==> config.mk <==
export PLATFORM = sky130hd
export DESIGN_NAME = instr_mem_loader
export DESIGN_NICKNAME = d
export VERILOG_FILES = /design/src/rtl/cpu_pkg.sv /design/src/rtl/instr_mem_loader_word_assembler.sv /design/src/rtl/instr_mem_loader.sv
export SDC_FILE = /design/constraint.sdc
export NUM_CORES = 1
export LEC_CHECK = 0
export ABC_AREA = 0
export BUFFER_PORTS_ARGS = -buffer_cell sky130_fd_sc_hd__buf_4
export CAP_MARGIN = 0
export CORE_MARGIN = 2
export CORE_UTILIZATION = 40
export CTS_CLUSTER_DIAMETER = 120
export DETAILED_ROUTE_END_ITERATION = 10
export GPL_ROUTABILITY_DRIVEN = 0
export HOLD_SLACK_MARGIN = 0.02
export REMOVE_ABC_BUFFERS = 1
export SKIP_CTS_REPAIR_TIMING = 1
export SLEW_MARGIN = 0
export SYNTH_ARGS = -nofsm -noshare
export SYNTH_HDL_FRONTEND = slang
export SYNTH_SLANG_ARGS = --single-unit
==> constraint.sdc <==
create_clock -name clk -period 2.3 [get_ports clk]
set_input_delay 0.46 -clock clk [delete_from_list [all_inputs] [get_ports clk]]
set_output_delay 0.46 -clock clk [all_outputs]
set_load 0.01 [all_outputs]
==> src/rtl/cpu_pkg.sv <==
// Shared definitions for the instruction-memory loader: FSM state encoding
// and the word/byte geometry of the instruction stream.
package cpu_pkg;

    localparam int WORD_BITS      = 32;
    localparam int BYTE_BITS      = 8;
    localparam int BYTES_PER_WORD = WORD_BITS / BYTE_BITS;

    // Loader states, 3-bit encoding
    typedef enum logic [2:0] {
        ST_IDLE   = 3'd0,
        ST_LEN_LO = 3'd1,
        ST_LEN_HI = 3'd2,
        ST_DATA   = 3'd3,
        ST_CHECK  = 3'd4,
        ST_DONE   = 3'd5,
        ST_ERROR  = 3'd6
    } load_state_t;

endpackage

==> src/rtl/instr_mem_loader_word_assembler.sv <==
// Little-endian byte-to-word assembler. Bytes shift in from the top so that
// after four bytes the first one received sits in bits [7:0].
module word_assembler
    import cpu_pkg::*;
(
    input  logic                 clk,
    input  logic                 rst,
    input  logic                 clear,
    input  logic                 shift,
    input  logic [BYTE_BITS-1:0] byte_in,
    output logic [WORD_BITS-1:0] word,
    output logic                 word_full
);

    logic [WORD_BITS-1:0] shift_reg;
    logic [1:0]           lane_cnt;

    localparam logic [1:0] LAST_LANE = 2'(BYTES_PER_WORD - 1);

    // The word including the byte being accepted right now, so the top can
    // register a complete word on the same edge as the fourth byte.
    assign word      = {byte_in, shift_reg[WORD_BITS-1:BYTE_BITS]};
    assign word_full = shift && (lane_cnt == LAST_LANE);

    // Shift register and byte-lane counter
    always_ff @(posedge clk or negedge rst) begin
        if (!rst) begin
            shift_reg <= '0;
            lane_cnt  <= 2'd0;
        end else if (clear) begin
            shift_reg <= '0;
            lane_cnt  <= 2'd0;
        end else if (shift) begin
            shift_reg <= word;
            lane_cnt  <= lane_cnt + 2'd1;
        end
    end

endmodule

==> src/rtl/instr_mem_loader.sv <==
// Byte-stream program loader feeding the instruction memory of the
// single-cycle core. Parses a framed stream (length, payload, XOR checksum),
// writes words at sequential addresses and keeps the CPU held until a frame
// has been loaded and verified.
module instr_mem_loader
    import cpu_pkg::*;
#(
    parameter int ADDR_WIDTH = 10,
    parameter int XLEN       = 32
) (
    input  logic                  clk,
    input  logic                  rst,
    input  logic                  start,
    input  logic                  in_valid,
    input  logic [7:0]            in_data,
    output logic                  in_ready,
    output logic                  mem_we,
    output logic [ADDR_WIDTH+1:0] mem_addr,
    output logic [XLEN-1:0]       mem_wdata,
    output logic                  cpu_hold,
    output logic                  done,
    output logic                  error,
    output logic [ADDR_WIDTH:0]   word_cnt
);

    localparam logic [31:0]         MAX_WORDS = 32'(1) << ADDR_WIDTH;
    localparam logic [ADDR_WIDTH:0] CNT_ONE   = (ADDR_WIDTH+1)'(1);

    load_state_t          state;
    load_state_t          state_next;
    logic                 xfer;
    logic                 restart;
    logic                 asm_shift;
    logic                 word_full;
    logic [WORD_BITS-1:0] asm_word;
    logic [7:0]           len_lo;
    logic [15:0]          n_len;
    logic [15:0]          len_full;
    logic [7:0]           xor_acc;
    logic [31:0]          cnt_after;
    logic                 last_word;

    // A byte may only be offered to the loader while it is parsing a frame;
    // this depends on state alone so the source never sees a ready that
    // reacts to its own valid.
    assign in_ready = (state == ST_LEN_LO) || (state == ST_LEN_HI) ||
                      (state == ST_DATA)   || (state == ST_CHECK);
    assign xfer      = in_valid && in_ready;
    assign asm_shift = xfer && (state == ST_DATA);
    assign len_full  = {in_data, len_lo};
    assign cnt_after = 32'(word_cnt) + 32'd1;
    assign last_word = (cnt_after == {16'd0, n_len});

    // Status is a pure function of state; a restart leaves DONE/ERROR and
    // therefore clears the sticky flags on the same edge.
    assign done     = (state == ST_DONE);
    assign error    = (state == ST_ERROR);
    assign cpu_hold = (state != ST_IDLE) && (state != ST_DONE);

    word_assembler u_asm (
        .clk       (clk),
        .rst       (rst),
        .clear     (restart),
        .shift     (asm_shift),
        .byte_in   (in_data),
        .word      (asm_word),
        .word_full (word_full)
    );

    // State register
    always_ff @(posedge clk or negedge rst) begin
        if (!rst) begin
            state <= ST_IDLE;
        end else begin
            state <= state_next;
        end
    end

    // Next-state logic; start is honoured only outside an active frame
    always_comb begin
        state_next = state;
        restart    = 1'b0;
        case (state)
            ST_IDLE: begin
                if (start) begin
                    restart    = 1'b1;
                    state_next = ST_LEN_LO;
                end
            end
            ST_LEN_LO: begin
                if (xfer) state_next = ST_LEN_HI;
            end
            ST_LEN_HI: begin
                if (xfer) begin
                    if ({16'd0, len_full} > MAX_WORDS) begin
                        state_next = ST_ERROR;
                    end else if (len_full == 16'd0) begin
                        state_next = ST_CHECK;
                    end else begin
                        state_next = ST_DATA;
                    end
                end
            end
            ST_DATA: begin
                if (word_full && last_word) state_next = ST_CHECK;
            end
            ST_CHECK: begin
                if (xfer) begin
                    state_next = (in_data == xor_acc) ? ST_DONE : ST_ERROR;
                end
            end
            ST_DONE, ST_ERROR: begin
                if (start) begin
                    restart    = 1'b1;
                    state_next = ST_LEN_LO;
                end
            end
            default: state_next = ST_IDLE;
        endcase
    end

    // Frame datapath: length capture, running checksum and memory write port.
    // The write is registered, so mem_we pulses the cycle after the fourth
    // byte edge while the stream keeps flowing.
    always_ff @(posedge clk or negedge rst) begin
        if (!rst) begin
            mem_we    <= 1'b0;
            mem_addr  <= '0;
            mem_wdata <= '0;
            word_cnt  <= '0;
            len_lo    <= 8'd0;
            n_len     <= 16'd0;
            xor_acc   <= 8'd0;
        end else begin
            mem_we <= word_full;
            if (restart) begin
                word_cnt <= '0;
                len_lo   <= 8'd0;
                n_len    <= 16'd0;
                xor_acc  <= 8'd0;
            end else begin
                if ((state == ST_LEN_LO) && xfer) len_lo <= in_data;
                if ((state == ST_LEN_HI) && xfer) n_len  <= len_full;
                if (asm_shift) xor_acc <= xor_acc ^ in_data;
                if (word_full) begin
                    mem_wdata <= asm_word;
                    mem_addr  <= {word_cnt[ADDR_WIDTH-1:0], 2'b00};
                    word_cnt  <= word_cnt + CNT_ONE;
                end
            end
        end
    end

endmodule

# Yosys cells after proc, flatten, opt, wreduce, memory -nomap -nowiden
# Cells that the tools add are included.
# word_totals
register_bits	123
inputBits	12
output_inout_bits	60
wordCells	74
# classes
addsub	3
n_lt_le_gt_ge	1
eq_ne	15
muxes	23
bitwise	2
reduce_logical	20
# op_table
cell	n
$mux W32	2
$mux W16	2
$mux W8	4
$mux W11	2
$mux W3	7
$eq A12 B16 Y1	1
$gt A16 B11 Y1 const B	1
$logic_not A16 Y1	1
$pmux W3 S5	1
$add A11 B1 Y12 const B	1
$add A11 B1 Y11 const B	1
$eq A3 B3 Y1 const B	3
$eq A8 B8 Y1	1
$reduce_bool A2 Y1	4
$xor A8 B8 Y8	1
$logic_and A1 B1 Y1	7
$eq A3 B2 Y1 const B	2
$mux W2	3
$ne A2 B2 Y1 const B	3
$reduce_and A5 Y1	1
$ne A2 B1 Y1 const B	2
$eq A3 B1 Y1 const B	1
$logic_not A3 Y1	1
$logic_or A1 B1 Y1	3
other kinds (8)	9

# Depth between registers and ports, before layout
# depth
depth_word	10
mapped_depth	9

# Cells and area by module
# Synthesis repeated with hierarchy kept, for this count alone.
# hier_totals
cells_unflattened	492
area_unflattened_um2	5515.3
# modules_own_cells
module	n_inst	cells_per_inst	area_each_um2	seq_area_each_um2
instr_mem_loader	1	398	4361.7	2227.1
word_assembler	1	94	1153.6	650.6

# Least setup slack after synthesis
# No wires, ideal clock.
# synth_timing
path_type	flip-flop to flip-flop
startpoint	register word_cnt[1]
endpoint	register state[0]
setup_time_ns	0.124
arrival_time_ns	2.034
path_slack_ns	0.142
stages_incl_launch_ff	9
path_cell_list	dfrtp_1 -> ha_1 -> clkbuf_2 -> nand4_2 -> nor4_1 -> o221ai_1 -> nor4_2 -> a21oi_1 -> or2_1
# synth_between
elab_chain_len	5
# synth_lines
item	line	source
from (decl)	instr_mem_loader.sv:23	output logic [ADDR_WIDTH:0] word_cnt
from (signal assigned)	instr_mem_loader.sv:148	word_cnt <= word_cnt + CNT_ONE;
$add A11 B1 Y12	instr_mem_loader.sv:51	assign cnt_after = 32'(word_cnt) + 32'd1;
$eq A12 B16 Y1	instr_mem_loader.sv:52	assign last_word = (cnt_after == {16'd0, n_len});
$logic_and A1 B1 Y1	instr_mem_loader.sv:105	if (word_full && last_word) state_next = ST_CHECK;
$ne A2 B1 Y1 (no source line)	--	
$reduce_and A5 Y1 (no source line)	--	
to (signal assigned)	instr_mem_loader.sv:75	state <= state_next;
to (decl)	instr_mem_loader.sv:29	load_state_t state;
# No other way between the ends.
# A chain may end at the register's enable or synchronous reset.

# Worst setup path after layout
# layout_timing
startpoint	register n_len[13]
endpoint	register state[0]
# layout_between
elab_chain_len	4
# layout_lines
item	line	source
from (decl)	instr_mem_loader.sv:37	logic [15:0] n_len;
from (signal assigned)	instr_mem_loader.sv:143	if ((state == ST_LEN_HI) && xfer) n_len <= len_full;
$eq A12 B16 Y1	instr_mem_loader.sv:52	
$logic_and A1 B1 Y1	instr_mem_loader.sv:105	
$ne A2 B1 Y1 (no source line)	--	
$reduce_and A5 Y1 (no source line)	--	
# No other way between the ends.

==> results.yml <==
outcome:
  run_status: "completed"
finish:
  largest_reg_flops: 32
  drive_above_1_share_pct: 18.3
  final-instance-count-excl-fill: 864
  syn_to_final_growth_pct: 23.7
  layout.nets: 689
  fin_util_pct: 50.0
  most-common-layout-cells: "nand2_1 (236), dfrtp_1 (114), buf_4 (88)"
  leading_cell_type_in_the_layout_fill_and_taps_excluded: "nand2_1"
  num_antenna_cells: 0
  filler_cells_inserted: 1246
setup_path:
  worst_path_max_delay_cell: "or4_1"
  r2r.worst_path.cells: 6
  crit_arrival_ps: 2440
  worst-r2r-setup-slack_ps: 160
  crit_path_end_kind: "flip-flop"
  timing.rr.end: "state[0]"
  worst_setup_path_endpoint: "state[0]"
  worstSetupStartpoint: "n_len[13]"
  rr_startpoint: "n_len[13]"
  slowest_delay_ps: 570
  critical_path.startpoint_type: "flip-flop"
  kind_of_critical_path: "flip-flop to flip-flop"
  ordered_list_of_cells_on_the_worst_path: "or4_1, nor3_1, nand3_1, nor4_2, a21oi_1, or2_1"
  critical_path_required_ps: 2600
  timing.critical_path.fanout_max: 2
global_route:
  grt_max_degree: 116
  antenna_violations_before_repair: 0
  grt_pass1_wl_um: 20600
  groute.usage.overall_pct: 18.4
  grt_overflow_total: 0
  first_global_vias: 4147
yosys:
  ys_async_sr_fraction_pct: 100
  netlist_top_cells_area: "dfrtp_1 (54%), nand2_1 (17%), a21oi_1 (5.1%), xnor2_1 (3.3%), o21ai_0 (2.2%)"
  synth.lib_cells_used.distinct: 51
  synth_edf_count: 0
  mean_area_per_synthesized_cell_sq_um: 8.73
  syn_inst: 606
  leading_register_cell_type_out_of_synthesis: "dfrtp_1"
  syn_area_sq_um: 5290
  post-synth-top-area-cell: "dfrtp_1"
  ys_warn_count: 0
  synth_seq_area_share_pct: 54.4
  yosys_register_bits: 115
  synth_top_area_share_pct: 54.4
pwr:
  leakagePower_uw: 0.00318
  cellPowerDensity_nw_per_um2: 1170
  maximum_vdd_drop_mv: 0.588
sta:
  tightest_slew_ps: 636
  timing.clock.skew_ps: 9.52
  timing.slew.headroom_pct: 57.4
  hold_ws_ps: 120
  final.period_utilization_pct: 93.1
  drv_slew: 0
  period_minus_slack_ps: 2140
  setup_repair_after_global_routing_missed_its_margin: "no"
  max_freq_ghz: 0.467
  finalHoldViolations: 0
  report.final.setup_viol: 0
route:
  drtIter0Drc: 268
  remaining_drc_errors: 0
  antenna_left: 0
  vias: 4350
  mean_routed_wirelength_per_cell_um: 14.2
  totalWireLength_um: 12200
  first_pass_iters: 5
  post_drt_via_cell_ratio: 5.03
clocking:
  cts_num_sinks: 115
  cts-root-to-sink-buffers: 2
  cts_root_buf: "clkbuf_16"
  path_clk_slew_ps: 50
  cts-htree-levels: 4
  worstSkewPairLatency_ps: 410
  cts_buf_count: 17
  tritoncts: "built"
job:
  timing.max_cap.violations: 0
die:
  rows: 42
  die_height_um: 119
  dieWidth_um: 119
  die_area_sq_um: 14200
  start_util_pct: 40.4
  boundaryPins: 72
  core_area_sq_um: 13100
min_path:
  hold_path_class: "input port to asynchronous set/reset pin"
placement:
  numPlacedInstances: 832
  hpwl_um: 7990
  placement.io_buffers: 69
power by group:
group	internal [uW]	switching (uW)	total [uW]
clock	1420	852	2270
combinational	1030	1230	2260
sequential	2660	461	3120
critical path: cells and delay by family (launching register included):
family / cells / cell delay, ps
simple gates: 5 / 1520
compound gates: 1 / 140
flops: 1 / 370
cells by family after synthesis:
family	count (synthesis)	share of synthesized area, %
simple gates	313	25.4
flops	115	54.4
compound gates	96	10.3
buf+inv	44	3.57
xor+xnor	33	5.46
fa+ha+maj	2	0.473
mux	2	0.378
other cells	1	0.0709
metal layers:
layer  track usage (%)  wire length (um)  vias to the layer above
met1              24.1              5510                     2112
met3              5.70               633                       12
met4              6.18               125                        0
met2              28.9              5970                      105
li1                  -                 -                     2121
met5                 0                 0                        -
how the worst min path moves through the flow:
stage,startpoint,end,slack (ps),cells after the start
floorplan,rst,len_lo[0],160,0
global placement,u_asm.shift_reg[9],mem_wdata[1],460,2
detailed placement,u_asm.shift_reg[11],mem_wdata[3],460,2
CTS,rst,mem_addr[9],160,2
global route,rst,mem_addr[7],160,2
finish,rst,mem_addr[9],120,2
cell type report:
class,count,area (sq um),area share (%)
sequential,115,2880,44.0
multi-input combinational,448,2240,34.2
timing repair buffer,89,681,10.4
clock buffer,26,479,7.32
tap,176,220,3.37
clock inverter,6,30.0,0.459
inverter,4,15.0,0.229
cells in the mapped netlist, types with 3 or more instances:
master	n
buf_2	12
dfrtp_1	115
nor2_1	22
a21oi_1	54
nand4_1	4
xor2_1	13
nand2b_1	3
nor2b_1	3
xnor2_1	20
nand2_1	237
nor3_1	4
inv_1	4
o21ai_0	23
and3_1	3
nor4_1	6
clkbuf_1	21
or4_1	3
buf_1	4
o31ai_1	3
nand3_1	10
through the flow:
stage	TNS [ps]	setup WS (ps)	area [sq um]	power, uW
3_3_place_gp	0	90.5	6030	5370
3_5_place_dp	0	78.8	6030	5430
5_1_grt	0	7.60	6540	8180
4_1_cts	0	83.7	6540	7730
2_1_floorplan	-115430	-1720	5120	4450
6_report	0	159	6540	7650
No activity file was read; power rests on OpenSTA's default activity.
